===== src/rtl/cuenta_pkg.sv =====
`default_nettype none
// ============================================================================
// Module   : cuenta_pkg
// Purpose  : Shared definitions for the cuenta_regresiva down-counter:
//            FSM state width and state encodings.
// Contents : c_state_w  - state register width
//            state_t    - ST_IDLE=0, ST_RUN=1, ST_DONE=2 (code 3 unused)
// Revision : 1.0 - initial release
// ============================================================================
package cuenta_pkg;

  localparam int c_state_w = 2;

  typedef enum logic [c_state_w-1:0] {
    ST_IDLE = 2'd0,
    ST_RUN  = 2'd1,
    ST_DONE = 2'd2
  } state_t;

endpackage : cuenta_pkg
`default_nettype wire


===== src/rtl/cuenta_regresiva_decrementador.sv =====
`default_nettype none
// ============================================================================
// Module   : decrementador
// Purpose  : Combinational next-value logic for the down-counter, q_next = q-1
//            at WIDTH bits. Counterpart of the team's incrementer.
// Ports    : q      in  WIDTH  current count
//            q_next out WIDTH  current count minus one
// Revision : 1.0 - initial release
// ============================================================================
module decrementador #(
  parameter int WIDTH = 3
) (
  input  logic [WIDTH-1:0] q,
  output logic [WIDTH-1:0] q_next
);

  // The caller never applies this result while q==0, so wrap is never seen.
  assign q_next = q - WIDTH'(1);

endmodule : decrementador
`default_nettype wire


===== src/rtl/cuenta_regresiva.sv =====
`default_nettype none
// ============================================================================
// Module   : cuenta_regresiva
// Purpose  : Loadable down-counter/timer. Loads a start value, counts Q down
//            to 0 one per clock (pausable), then pulses done for one cycle.
//            With AUTO_RELOAD=1 the latched start value is reloaded and the
//            count repeats until abort.
// Ports    : clk      in  1      clock, rising edge
//            rst      in  1      asynchronous active-high reset
//            start    in  1      begin a count (honoured in IDLE only)
//            load_val in  WIDTH  start value, sampled with start
//            pause    in  1      hold Q while running
//            abort    in  1      back to IDLE with Q=0, highest priority
//            Q        out WIDTH  current count (registered)
//            busy     out 1      state is RUN or DONE
//            done     out 1      state is DONE (one-cycle pulse)
//            zero     out 1      Q==0
// Revision : 1.0 - initial release
// ============================================================================
module cuenta_regresiva
  import cuenta_pkg::*;
#(
  parameter int WIDTH       = 3,
  parameter bit AUTO_RELOAD = 1'b0
) (
  input  logic             clk,
  input  logic             rst,
  input  logic             start,
  input  logic [WIDTH-1:0] load_val,
  input  logic             pause,
  input  logic             abort,
  output logic [WIDTH-1:0] Q,
  output logic             busy,
  output logic             done,
  output logic             zero
);

  state_t           r_state;
  logic [WIDTH-1:0] r_q;
  logic [WIDTH-1:0] r_reload;
  logic [WIDTH-1:0] w_q_dec;

  decrementador #(
    .WIDTH (WIDTH)
  ) u_dec (
    .q      (r_q),
    .q_next (w_q_dec)
  );

  always_ff @(posedge clk or posedge rst) begin
    if (rst) begin
      r_state  <= ST_IDLE;
      r_q      <= '0;
      r_reload <= '0;
    end else if (abort) begin
      r_state <= ST_IDLE;
      r_q     <= '0;
    end else begin
      case (r_state)
        ST_IDLE: begin
          if (start) begin
            r_q      <= load_val;
            r_reload <= load_val;
            r_state  <= (load_val != '0) ? ST_RUN : ST_DONE;
          end
        end
        ST_RUN: begin
          if (r_q == '0) begin
            // Not reachable in normal operation; finish rather than wrap.
            r_state <= ST_DONE;
          end else if (!pause) begin
            r_q <= w_q_dec;
            if (r_q == WIDTH'(1)) begin
              r_state <= ST_DONE;
            end
          end
        end
        ST_DONE: begin
          if (AUTO_RELOAD) begin
            r_q     <= r_reload;
            r_state <= (r_reload != '0) ? ST_RUN : ST_DONE;
          end else begin
            r_q     <= '0;
            r_state <= ST_IDLE;
          end
        end
        default: begin
          // Unused encoding: recover to a clean idle.
          r_state <= ST_IDLE;
          r_q     <= '0;
        end
      endcase
    end
  end

  assign Q    = r_q;
  assign busy = (r_state == ST_RUN) || (r_state == ST_DONE);
  assign done = (r_state == ST_DONE);
  assign zero = (r_q == '0);

endmodule : cuenta_regresiva
`default_nettype wire

===== config.mk =====
export PLATFORM = sky130hd
export DESIGN_NAME = cuenta_regresiva
export DESIGN_NICKNAME = d
export VERILOG_FILES = /design/src/rtl/cuenta_pkg.sv /design/src/rtl/cuenta_regresiva_decrementador.sv /design/src/rtl/cuenta_regresiva.sv
export SDC_FILE = /design/constraint.sdc
export NUM_CORES = 1
export LEC_CHECK = 0
export BUFFER_PORTS_ARGS = -buffer_cell sky130_fd_sc_hd__buf_2
export CORE_AREA = 4 4 41 43
export CTS_CLUSTER_DIAMETER = 150
export CTS_CLUSTER_SIZE = 20
export DETAILED_ROUTE_END_ITERATION = 10
export DIE_AREA = 0 0 45 47
export PLACE_DENSITY_LB_ADDON = 0.15
export SLEW_MARGIN = 20
export SYNTH_ARGS = -nofsm -noshare
export SYNTH_HDL_FRONTEND = slang
export SYNTH_SLANG_ARGS = --single-unit

===== constraint.sdc =====
create_clock -name clk -period 3.15 [get_ports clk]
set_clock_uncertainty 0.15 [all_clocks]
set_input_delay 0.4725 -clock clk [delete_from_list [all_inputs] [get_ports clk]]
set_output_delay 0.4725 -clock clk [all_outputs]
set_load 0.05 [all_outputs]

==> key figures, run 1 <==
Worst setup path
  • R2R Setup Slk: 1.42 ns
  • Sequence of cells on the critical path: inv_1 > ha_1 > nor2b_2 > buf_2
  • Worst-path fanout max: 4
  • CP startpoint kind: register
  • Critical path class: reg -> out
  • R2R cell count: 6
  • WP data arrival: 1.45 ns
  • Data required time of the worst path: 2.53 ns
  • Crit path from: Q[0]
  • Reg2reg start: r_state[1]
  • Worst Setup End Kind: primary output
  • FF-to-FF End: Q[1]
  • Slowest-stage cell, CP: dfrtp_1
  • Slowest cell delay on critical path: 0.40 ns

Floorplan
  • Die height: 47 um
  • Die width: 45 um
  • Row count: 13
  • Core area: 1300 um2
  • Starting Density: 36.1%
  • # IOs: 14
  • Die ar.: 2120 um2

Status
  • Status: completed

Detailed routing
  • Routed wire length per instance: 12.1 um
  • ANT nets after route: 0
  • Drc violations: 0
  • Final wirelength: 970 um
  • First-pass DRT Iterations: 2
  • DR iter-0 viols: 3
  • Vias per inst: 4.73
  • Vias: 378

Final layout
  • Post-layout nets: 82
  • Area grow syn2layout: 25.6%
  • Util after Layout: 45.3%
  • N_diodes: 0
  • Multi-input logic area: 314 um2
  • Sequential cell area: 125 um2
  • Share of cells above drive strength 1: 41.5%
  • Fillers: 147

Clock tree
  • CTS Buffer Depth: 2
  • Total CTS buffers: 3
  • Root Driver: clkbuf_4
  • CTS tree: yes
  • Hold_buf cts: 1
  • Post-CTS setup buffers: 0
  • Htree depth: 1
  • Clock Latency Late Sink: 0.24 ns
  • Clk pin slew, worst setup/hold paths: 0.05 ns
  • Resized Gates After CTS: 0
  • Sink Count: 5

Placement
  • Placer Congestion: 0.798
  • Port Buf Inserts: 13
  • DP Wirelength: 800 um

Synthesis
  • EDFF count, synth: 0
  • Syn Nets: 63
  • Cell area after synthesis: 469 um2
  • Cells after synthesis: 47
  • YS warnings: 0
  • Synth Flop Type: dfrtp_1
  • Sequential fraction of the synthesis area: 26.7%
  • Ys async rst share: 100%
  • Netlist cell types: 23
  • #FFs+latches synth: 5
  • Avg Cell Area, Syn: 9.98 um2

Flow run
  • Max Cap Viol: 0

STA
  • Max Fclk: 482 MHz
  • Period utilisation layout: 65.9%
  • Final setup fails: 0
  • Final hold vios: 0
  • Slew HR: 77.7%
  • Min Tclk post-route: 2.08 ns
  • Worst-Margin Slew: 0.331 ns
  • RSZ-0062 raised after global routing: no
  • Final setup TNS: 0 ns
  • Max-slew violations: 0

Global routing
  • GRT Resource Usage Total: 10.2%
  • GRT Residual Overflow: 0
  • Number of global-route vias before repair: 371
  • Initial antenna violation count: 0
  • First-pass GRT wire length: 1550 um
  • Largest net degree at the start of global routing: 7

Worst hold path
  • Worst hold start: Q[1]
  • Hold EP: Q[1]
  • Hold Path Depth: 1
  • Hold WC Path Type: reg -> reg
-- cell usage after synthesis (2+ instances only) --
master   number  area [um2]
ha_1          8         100
mux2_4        3        45.0
nor2_1        3        11.3
a22oi_1       3        22.5
a21oi_2       2        17.5
inv_1         7        26.3
dfrtp_1       5         125
-- layout make-up --
cell class,instances,share of cell area [%]
Clock buffer,4,4.46
Inverter,8,5.10
Multi-Input combinational cell,34,53.3
Sequential cell,5,21.2
Tap cell,15,3.18
Timing Repair Buffer,14,12.7
-- logic make-up (layout without fill, tap and decap cells) --
logic type / Yosys count / after routing / share of synthesized area (%)
AO/OA/AOI/OAI: 11 / 11 / 18.7
XOR/XNOR: 1 / 1 / 1.87
adder cells (fa/ha/maj): 8 / 8 / 21.3
buffers and inverters: 8 / 26 / 6.40
flip-flops: 5 / 5 / 26.7
multiplexers: 5 / 5 / 14.1
AND/OR/NAND/NOR: 9 / 9 / 10.9
-- worst max path at each step --
| stage | endpoint | cells past startpoint | slack [ns] |
|---|---|---|---|
| 6_report | zero | 4 | 1.07 |
| 4_1_cts | zero | 4 | 1.06 |
| 5_1_grt | zero | 4 | 0.96 |
| 3_5_place_dp | zero | 4 | 1.33 |
| 3_3_place_gp | zero | 4 | 1.33 |
| 2_1_floorplan | r_state[1] | 6 | 0.92 |
-- layout by cell type, fill, tap and decap left out --
cell           count
buf_2             13
ha_1               8
inv_1              7
dfrtp_1            5
a22oi_1            3
nor2_1             3
mux2_4             3
clkbuf_4           3
a21oi_2            2
nor3_1             1
inv_2              1
nand3b_1           1
nand2b_2           1
nand2_2            1
nand2_1            1
a21boi_1           1
nor2b_2            1
o21ai_2            1
mux2i_1            1
o21ai_0            1
a31oi_2            1
a21oi_1            1
xor2_1             1
a311oi_1           1
mux2_1             1
clkbuf_1           1
dlygate4sd3_1      1
-- layer usage --
layer | vias to the layer above | share of wire [%] | GRT usage (%)
li1 | 194 | - | -
met1 | 171 | 45 | 11.8
met2 | 13 | 48 | 17.5
met3 | 0 | 6.8 | 4.98
met4 | 0 | 0 | 1.75
met5 | - | 0 | 0
-- flip-flops by register name, indices dropped and copies added, names as in the netlist --
name,flops
r_state,2
Q,3
-- through the flow --
step	setup WS [ns]	std cells	instance area (um2)	hold WS, ns
3_5_place_dp	1.33	75	553	0.230
4_1_cts	1.06	80	589	0.399
6_report	1.07	80	589	0.387
2_1_floorplan	0.917	47	469	0.101
5_1_grt	0.956	80	589	0.422
3_3_place_gp	1.33	75	553	0.228
-- critical path: cells and delay by family, from the launching register on --
| kind | cells | cell delay, ns |
|---|---|---|
| flops | 1 | 0.40 |
| buf+inv | 2 | 0.42 |
| simple gates | 1 | 0.24 |
| fa+ha+maj | 1 | 0.15 |
Power of run 1 is not shown: default switching activity piles up to over one toggle a cycle in this logic, so the estimate is an artifact.
==> inputs of run 2 (changes only) <==
clock period = 1.9 ns   (was 3.15 ns; I/O delays follow)
==> key figures, run 2 (synthesis gave the netlist of run 1 again) <==
Global routing
  • Largest net degree at the start of global routing: 7
  • First-pass GRT wire length: 1560 um
  • GRT Resource Usage Total: 9.74%
  • Number of global-route vias before repair: 374
  • Initial antenna violation count: 0
  • GRT Residual Overflow: 0

Clock tree
  • Htree depth: 1
  • Clock Latency Late Sink: 0.23 ns
  • Total CTS buffers: 3
  • Resized Gates After CTS: 0
  • Root Driver: clkbuf_4
  • Clk pin slew, worst setup/hold paths: 0.05 ns
  • Sink Count: 5
  • CTS Buffer Depth: 2
  • Post-CTS setup buffers: 0
  • Hold_buf cts: 1
  • CTS tree: yes

STA
  • Final hold vios: 0
  • Slew HR: 80.1%
  • Max-slew violations: 0
  • Worst-Margin Slew: 0.296 ns
  • Final setup fails: 0
  • Min Tclk post-route: 1.79 ns
  • RSZ-0062 raised after global routing: no
  • Max Fclk: 560 MHz
  • Final setup TNS: 0 ns
  • Period utilisation layout: 94.1%

Worst setup path
  • Slowest-stage cell, CP: dfrtp_2
  • Worst-path fanout max: 4
  • Critical path class: reg -> out
  • Data required time of the worst path: 1.46 ns
  • Sequence of cells on the critical path: inv_2 > ha_1 > nor2b_4 > buf_2
  • Slowest cell delay on critical path: 0.42 ns
  • CP delay by family, top: flip-flops
  • Worst Path Buf+Inv: 2
  • WP data arrival: 1.35 ns
  • CP startpoint kind: register
  • Worst Setup End Kind: primary output

Worst hold path
  • Hold WC Path Type: in -> reg

Detailed routing
  • Vias: 368
  • Drc violations: 0
  • Final wirelength: 882 um
  • DR iter-0 viols: 1
  • Routed wire length per instance: 11.0 um
  • Met2 WL: 435 um
  • Vias per inst: 4.60
  • Top sig layer: met3
  • ANT nets after route: 0
  • First-pass DRT Iterations: 3
  • Wire length on met3: 25 um
  • Metal-1 WL: 421 um

Floorplan
  • Die ar.: 2120 um2
  • Core area: 1300 um2
  • Die width: 45 um
  • Die height: 47 um
  • Starting Density: 36.1%
  • Row count: 13
  • # IOs: 14

Final layout
  • Most frequent cells in the layout: buf_2 (13), ha_1 (8), inv_1 (5)
  • Largest register FFs: 3
  • Area grow syn2layout: 27.2%
  • Post-layout nets: 82
  • Share of cells above drive strength 1: 47.7%
  • Commonest non-fill, non-tap cell in the layout: buf_2
  • N_diodes: 0
  • Fillers: 143

Placement
  • Placer Congestion: 0.806
  • Port Buf Inserts: 13
  • DP Wirelength: 738 um

Flow run
  • Max Cap Viol: 0

Status
  • Status: completed
run 2: layout make-up:
type | count | area [um2] | share of cell area, %
multi-input combinational | 34 | 319 | 53.5
sequential | 5 | 128 | 21.4
timing repair buffer | 14 | 75.1 | 12.6
tap | 15 | 18.8 | 3.14
clock buffer | 4 | 26.3 | 4.40
inverter | 8 | 30.0 | 5.03
run 2: worst paths after layout:
| path | startpoint | to | slack, ns | cells past startpoint |
|---|---|---|---|---|
| worst max-delay path | Q[0] | zero | 0.11 | 4 |
| worst min-delay path | abort | r_state[0] | 0.29 | 4 |
| worst max register to register | r_state[0] | Q[1] | 0.13 | 6 |
| worst min register to register | Q[1] | Q[1] | 0.40 | 1 |
| max in group asynchronous | rst | Q[1] | 1.06 | 3 |
| min in group asynchronous | rst | Q[2] | 0.34 | 3 |
run 2: worst register-to-register path: stages (launching register included):
cell and delay [ns]:
dfrtp_1 0.38, inv_1 0.11, ha_1 0.27, nand2b_2 0.12, a21oi_2 0.08, a31oi_2 0.22
mux2_4 0.32
run 2: per-stage QoR:
stage | utilization [%] | hold slack (ns) | std cells | instance area (um2) | setup WS (ns)
finish | 45.9 | 0.293 | 80 | 597 | 0.113
floorplan | - | -0.0866 | 47 | 477 | 0.0123
global placement | 43.1 | 0.0457 | 75 | 561 | 0.126
CTS | 45.9 | 0.286 | 80 | 597 | 0.0923
global route | 45.9 | 0.298 | 80 | 597 | 0.0220
detailed placement | 43.1 | 0.0436 | 75 | 561 | 0.143
run 2: per-layer routing:
layer  vias up  track usage [%]
met5         -                0
met4         0             1.75
met3         0             1.15
met2         5             17.2
met1       167             12.8
li1        196                -
Power of run 2 is left out for the same reason.
==> inputs of run 3 (changes only) <==
BUFFER_PORTS_ARGS = not set   (was -buffer_cell sky130_fd_sc_hd__buf_2)
DONT_BUFFER_PORTS = 1   (was not set)
==> key figures, run 3 (synthesis gave the netlist of run 1 again) <==
Status
  • Status: completed

Final layout
  • Multi-input logic area: 319 um2
  • Fillers: 145
  • Largest register FFs: 3
  • Most frequent cells in the layout: ha_1 (8), inv_1 (5), buf_4 (4)
  • Post-layout nets: 73
  • Sequential cell area: 128 um2
  • Util after Layout: 43.2%
  • Share of cells above drive strength 1: 39.3%
  • Commonest non-fill, non-tap cell in the layout: ha_1
  • N_diodes: 0
  • Area grow syn2layout: 19.7%

STA
  • Hold_ws: 0.128 ns
  • Final setup TNS: 0 ns
  • Max Fclk: 570 MHz
  • Slew HR: 67.0%
  • Worst setup margin: 0.145 ns
  • Min Tclk post-route: 1.75 ns
  • Final setup fails: 0
  • Max-slew violations: 0
  • Period utilisation layout: 92.4%
  • RSZ-0062 raised after global routing: no
  • Final hold vios: 0
  • Worst-Margin Slew: 0.496 ns

Worst setup path
  • Data required time of the worst path: 1.46 ns
  • Worst-path fanout max: 4
  • Crit path from: Q[0]
  • R2R Setup Slk: 0.15 ns
  • Critical path class: reg -> out
  • CP endpoint: zero
  • FF-to-FF End: r_state[1]
  • WP data arrival: 1.32 ns
  • Reg2reg start: r_state[1]
  • R2R cell count: 5
  • CP startpoint kind: register
  • Worst Setup End Kind: primary output

Clock tree
  • CTS tree: yes
  • Clk pin slew, worst setup/hold paths: 0.04 ns
  • Sink Count: 5
  • Hold_buf cts: 1
  • CTS Buffer Depth: 2
  • Resized Gates After CTS: 0
  • Total CTS buffers: 3
  • Clock Latency Late Sink: 0.24 ns
  • Root Driver: clkbuf_4
  • Post-CTS setup buffers: 0
  • Htree depth: 1

Placement
  • Port Buf Inserts: 0
  • Pre-CTS WS: 0.134 ns
  • DP Wirelength: 837 um
  • Placer Congestion: 0.837

Detailed routing
  • Routed wire length per instance: 13.9 um
  • Vias: 349
  • ANT nets after route: 0
  • DR iter-0 viols: 5
  • Final wirelength: 984 um
  • Drc violations: 0
  • First-pass DRT Iterations: 4
  • Vias per inst: 4.92

Global routing
  • Number of global-route vias before repair: 379
  • GRT Residual Overflow: 0
  • Initial antenna violation count: 0
  • First-pass GRT wire length: 1680 um
  • Largest net degree at the start of global routing: 7
  • GRT Resource Usage Total: 11.3%

Floorplan
  • # IOs: 14
  • Die height: 47 um
  • Die width: 45 um
  • Core area: 1300 um2
  • Die ar.: 2120 um2
  • Starting Density: 36.1%
  • Row count: 13

Worst hold path
  • Hold WC Path Type: in -> reg

Flow run
  • Max Cap Viol: 0
[run 3: cell types whose count changed in the layout (fill, tap and decap cells not counted), sizes merged]
cell,delta
buf,-9
[run 3: routing by layer]
| metal | part of all wire [%] | GRT usage [%] | vias to the layer above |
|---|---|---|---|
| li1 | - | - | 177 |
| met1 | 38 | 12.4 | 159 |
| met2 | 55 | 19.5 | 13 |
| met3 | 6.7 | 4.60 | 0 |
| met4 | 0 | 4.09 | 0 |
| met5 | 0 | 0 | - |
[run 3: critical path, stage by stage, from the launching register on]
cell and delay, ns:
dfrtp_2 0.43, inv_2 0.08, ha_1 0.16, nor2b_4 0.19, buf_4 0.22
[run 3: final cells by class]
class	instances	share of cell area [%]
clock buffer	4	4.68
inverter	8	5.35
multi-input combinational	34	56.8
sequential	5	22.7
tap	15	3.34
timing repair buffer	5	7.13
[run 3: worst min path at each step]
stage           from          to  slack [ns]  cells after the start
3_3_place_gp     rst  r_state[1]       -0.06                      1
3_5_place_dp     rst  r_state[0]       -0.06                      1
4_1_cts        abort  r_state[0]        0.12                      3
2_1_floorplan    rst        Q[2]       -0.09                      1
5_1_grt        abort  r_state[0]        0.13                      3
6_report       abort  r_state[0]        0.13                      3
[run 3: through the flow]
| step | area, um2 | instances |
|---|---|---|
| global route | 562 | 71 |
| detailed placement | 526 | 66 |
| finish | 562 | 71 |
| global placement | 526 | 66 |
| CTS | 562 | 71 |
| floorplan | 477 | 47 |
Power of run 3 is left out for the same reason.
